===== src/rtl/pipe_pkg.sv =====
// pipe_pkg: shared pipeline payload widths and sizing helpers
package pipe_pkg;
  localparam int PIPE_W_DEFAULT = 16;
  localparam int PIPE_W_IF_ID = 16;
  localparam int PIPE_W_ID_RR = 19;
  localparam int PIPE_W_RR_EX = 42;
  localparam int PIPE_W_EX_MA = 38;
  localparam int PIPE_W_MA_WB = 38;
  function automatic int clog2_p1(input int n);
    return $clog2(n + 1);
  endfunction
  function automatic int ptr_w(input int n);
    return n > 1 ? $clog2(n) : 1;
  endfunction
endpackage


===== src/rtl/pipe_wrap_ctr.sv =====
// pipe_wrap_ctr: modulo-DEPTH pointer with synchronous clear
module pipe_wrap_ctr
  import pipe_pkg::*;
#(
  parameter int DEPTH = 2,
  localparam int PW = ptr_w(DEPTH)
) (
  input  logic          clk,
  input  logic          resetn,
  input  logic          clr,
  input  logic          inc,
  output logic [PW-1:0] ptr
);
  logic [PW-1:0] ptr_q, ptr_d;
  always_comb ptr_d = clr ? '0 : !inc ? ptr_q : ptr_q == PW'(DEPTH - 1) ? '0 : ptr_q + 1'b1;
  always_ff @(posedge clk or negedge resetn) begin
    if (!resetn) ptr_q <= '0;
    else ptr_q <= ptr_d;
  end
  assign ptr = ptr_q;
endmodule


===== src/rtl/pipe_elastic_reg.sv =====
// pipe_elastic_reg: valid/ready elastic stage register holding up to DEPTH words
module pipe_elastic_reg
  import pipe_pkg::*;
#(
  parameter int WIDTH = PIPE_W_DEFAULT,
  parameter int DEPTH = 2,
  localparam int CW = clog2_p1(DEPTH)
) (
  input  logic             clk,
  input  logic             resetn,
  input  logic             flush,
  input  logic             in_valid,
  output logic             in_ready,
  input  logic [WIDTH-1:0] in_data,
  output logic             out_valid,
  input  logic             out_ready,
  output logic [WIDTH-1:0] out_data,
  output logic [CW-1:0]    count,
  output logic [CW-1:0]    peak
);
  localparam int PW = ptr_w(DEPTH);
  logic [CW-1:0] count_q, count_d, peak_q, peak_d;
  logic [WIDTH-1:0] mem_q [DEPTH];
  logic [WIDTH-1:0] mem_d [DEPTH];
  logic [PW-1:0] rd_ptr, wr_ptr;
  logic push, pop;
  // ready/valid come only from registered state and flush, never from out_ready
  assign in_ready  = !flush && count_q != CW'(DEPTH);
  assign out_valid = !flush && count_q != '0;
  assign push = in_valid && in_ready;
  assign pop  = out_valid && out_ready;
  pipe_wrap_ctr #(.DEPTH(DEPTH)) u_rd (.clk(clk), .resetn(resetn), .clr(flush), .inc(pop), .ptr(rd_ptr));
  pipe_wrap_ctr #(.DEPTH(DEPTH)) u_wr (.clk(clk), .resetn(resetn), .clr(flush), .inc(push), .ptr(wr_ptr));
  always_comb begin
    count_d = flush ? '0 : push && !pop ? count_q + 1'b1 : pop && !push ? count_q - 1'b1 : count_q;
    peak_d = flush ? '0 : count_d > peak_q ? count_d : peak_q;
    mem_d = mem_q;
    if (push) mem_d[wr_ptr] = in_data;
  end
  always_ff @(posedge clk or negedge resetn) begin
    if (!resetn) begin
      count_q <= '0;
      peak_q  <= '0;
      mem_q   <= '{default: '0};
    end else begin
      count_q <= count_d;
      peak_q  <= peak_d;
      mem_q   <= mem_d;
    end
  end
  assign out_data = mem_q[rd_ptr];
  assign count = count_q;
  assign peak  = peak_q;
endmodule


===== config.mk =====
export PLATFORM = sky130hd
export DESIGN_NAME = pipe_elastic_reg
export DESIGN_NICKNAME = d
export VERILOG_FILES = /design/src/rtl/pipe_pkg.sv /design/src/rtl/pipe_wrap_ctr.sv /design/src/rtl/pipe_elastic_reg.sv
export SDC_FILE = /design/constraint.sdc
export NUM_CORES = 1
export LEC_CHECK = 0
export ABC_CLOCK_PERIOD_IN_PS = 3400
export CAP_MARGIN = 10
export CORE_MARGIN = 10
export CORE_UTILIZATION = 43
export DETAILED_ROUTE_END_ITERATION = 10
export GPL_ROUTABILITY_DRIVEN = 0
export PLACE_DENSITY = 0.7
export SLEW_MARGIN = 20
export SYNTH_ARGS = -nofsm -noshare
export SYNTH_HDL_FRONTEND = slang
export SYNTH_SLANG_ARGS = --single-unit

===== constraint.sdc =====
create_clock -name clk -period 3.4 [get_ports clk]
set_input_delay 0.68 -clock clk [delete_from_list [all_inputs] [get_ports clk]]
set_output_delay 0.68 -clock clk [all_outputs]
set_load 0.01 [all_outputs]

==> out/results.txt <==
Status - completed
WP data required - 3.59 ns
VDD IR max - 0.400 mV
Ys flop type - dfrtp_1
Global-route wire length before repair - 6350 microns
Clock tree sinks - 38
Crit Path Category - primary input to register
Yosys top cell by area - dfrtp_1
Cells along the critical path - clkdlybuf4s50_1, nor2b_1, xnor2_1, o21ai_0, a21oi_1, ha_1, nor2b_1, a2bb2oi_1, nor2_1, a311oi_1
Initial Util - 45.5%
Synth top cells by count - 38 x dfrtp_1, 38 x mux2_2, 10 x mux2_4
GRT Resource Usage Total - 10.8%
Die area - 0.00735 sq mm
Detailed Place HPWL - 2710 microns
Slowest-stage cell, CP - clkdlybuf4s50_1
Vias per std cell - 5.09
Worst rel slew slack - 43.8%
Syn Nets - 152
Syn avg cell area - 14.6 sq um
Layout cells sized above 1 - 36.7%
Multi-input logic area - 817 sq um
Area fraction of the dominant cell type after synthesis - 51.2%
Critical-path maximum fanout - 5
CP delay by family, top - compound AO/OA/AOI/OAI gates
Area taken by flip-flops and latches - 951 sq um
Worst path max stage delay - 0.46 ns
Cells after Synth - 127
Drt first pass iters - 4
Fmax - 0.348 GHz
Worst-margin pin slew - 0.843 ns
Total of max-cap violations - 0
Sequential-to-total area share from yosys stat - 51.2%
Clk root buf - clkbuf_8
Synth area leaders - dfrtp_1 51%, mux2_2 23%, mux2_4 8.1%, ha_1 2.7%, buf_6 1.8%
Maximum clock path buffer count - 2
RSZ-0062 raised after global routing - no
Crit path buf inv count - 1
Area Growth Syn to Fin - 26.8%
Register bit total from synthesis - 38
Crit end category - register
Clock input transition at the sequential cells of the worst setup and hold paths - 0.07 ns
Die X - 85.7 microns
Syn Std Cell Area - 0.00186 sq mm
Via count - 1,114
Pin count of the biggest net entering global routing - 39
CTS tree - done
Port Buf Inserts - 42
DRC Markers - 0
H-tree depth - 2
Post-synth EDFFs - 0
CP startpoint kind - primary input
Fin util - 57.7%
Routed len/inst - 17.3 microns
Pwr Density - 932 mW/mm^2
Setup Buffers After CTS - 0
Hold_buf cts - 0
Fin nets - 193
Setup violators final - 0
Filler cells - 331
Total gr overflow - 0
Post-route insts no fill - 219
Site Rows - 23
Area of the core - 0.00409 sq mm
Final WL - 3790 microns
Placed insts - 211
Vias in the first global route - 1,250
Final min period - 2.87 ns
I/O pins - 43
Post_cts resized - 0
Chip Height - 85.7 microns
Crit path top cell by count - nor2b_1
Yosys cell types - 26
WP data arrival - 3.07 ns
Endpoints failing hold - 0
Post-route setup TNS - 0 ns
Worst-Skew Late Latency - 0.28 ns
CTS buffer count - 5
Setup slack, reg-to-reg - 0.75 ns
Pleak - 0.992 nW
Worst clock skew - 0.00494 ns
Ys Warns - 0
Max Slew Vio Count - 0
Period utilization - 84.6%
Asr flop ratio synth - 100%
Routed Antenna Nets - 0
Antenna cells - 0
Hold WC Path Type - primary input to asynchronous set/reset pin
Initial antenna violation count - 0
DRT iter0 DRCs - 57
-- report_power, final --
| group | total [mW] | leakage (nW) | switching (mW) | internal (mW) |
|---|---|---|---|---|
| registers | 0.815 | 0.460 | 0.146 | 0.668 |
| logic | 1.06 | 0.485 | 0.376 | 0.685 |
| clock network | 0.321 | 0.0472 | 0.158 | 0.163 |
| total | 2.20 | 0.992 | 0.680 | 1.52 |
-- cell families after synthesis --
kind of cell             after synthesis  share of synthesized area (%)
buffers and inverters                 12                           4.85
multiplexers                          48                           31.1
flip-flops                            38                           51.2
adder cells (fa/ha/maj)                4                           2.69
AND/OR/NAND/NOR                       15                           5.25
AO/OA/AOI/OAI                          6                           2.29
XOR/XNOR                               4                           2.63
-- flip-flops by register name, indices dropped and copies added, names as in the netlist --
name      cells
count         2
mem_q        32
u_rd.ptr      1
peak          2
u_wr.ptr      1
-- cells in the final DEF, fill, tap and decap left out, types with 2 or more instances in the layout --
| cell type | n |
|---|---|
| ha_1 | 4 |
| dfrtp_1 | 38 |
| nor2b_1 | 3 |
| mux2_4 | 10 |
| nor2_1 | 5 |
| mux2_2 | 38 |
| inv_1 | 4 |
| clkdlybuf4s50_1 | 41 |
| xnor2_1 | 3 |
| clkbuf_8 | 6 |
| nor2_4 | 2 |
-- worst register-to-register path, delay by kind of cell, from the launching register on --
family                   cells  cell delay (ns)
AO/OA/AOI/OAI                4             0.90
AND/OR/NAND/NOR              3             0.55
adder cells (fa/ha/maj)      2             0.50
flip-flops                   1             0.41
XOR/XNOR                     1             0.13
buffers and inverters        1             0.06
-- per-layer routing --
layer  global-route usage, %  wire (microns)  part of all wire [%]
met4                    3.59              21                  0.55
met5                       0               0                     0
met1                    12.3            1640                    43
met3                    4.16             213                   5.6
met2                    18.1            1910                    50
-- per-stage QoR --
step	hold slack [ns]	area [sq um]	worst slack, ns	total power [mW]
final	0.502	2360	0.525	2.20
after global routing	0.513	2360	0.296	2.36
after CTS	0.509	2360	0.537	2.23
after detailed placement	0.490	2260	0.222	1.90
after global placement	0.483	2260	0.393	1.86
after floorplan	0.384	1860	0.967	1.45
-- area by class of cell --
cell class              count  share of cell area (%)
multi-input cells          77                    34.7
clock buffers               6                    3.51
repair buffers             42                    17.6
inverters                   4                   0.637
flip-flops and latches     38                    40.4
well taps                  50                    2.66
clock inverters             2                   0.531
-- path summary, 6_finish.rpt --
| kind | startpoint | end | depth (start not counted) |
|---|---|---|---|
| worst min register to register | mem_q[30] | mem_q[30] | 1 |
| min in group clk | mem_q[30] | mem_q[30] | 1 |
| max in group asynchronous | resetn | mem_q[22] | 1 |
| worst max register to register | count[1] | peak[1] | 11 |
| worst max-delay path | out_ready | peak[1] | 10 |
| worst min-delay path | resetn | mem_q[6] | 1 |
No activity file was read; power rests on OpenSTA's default activity.
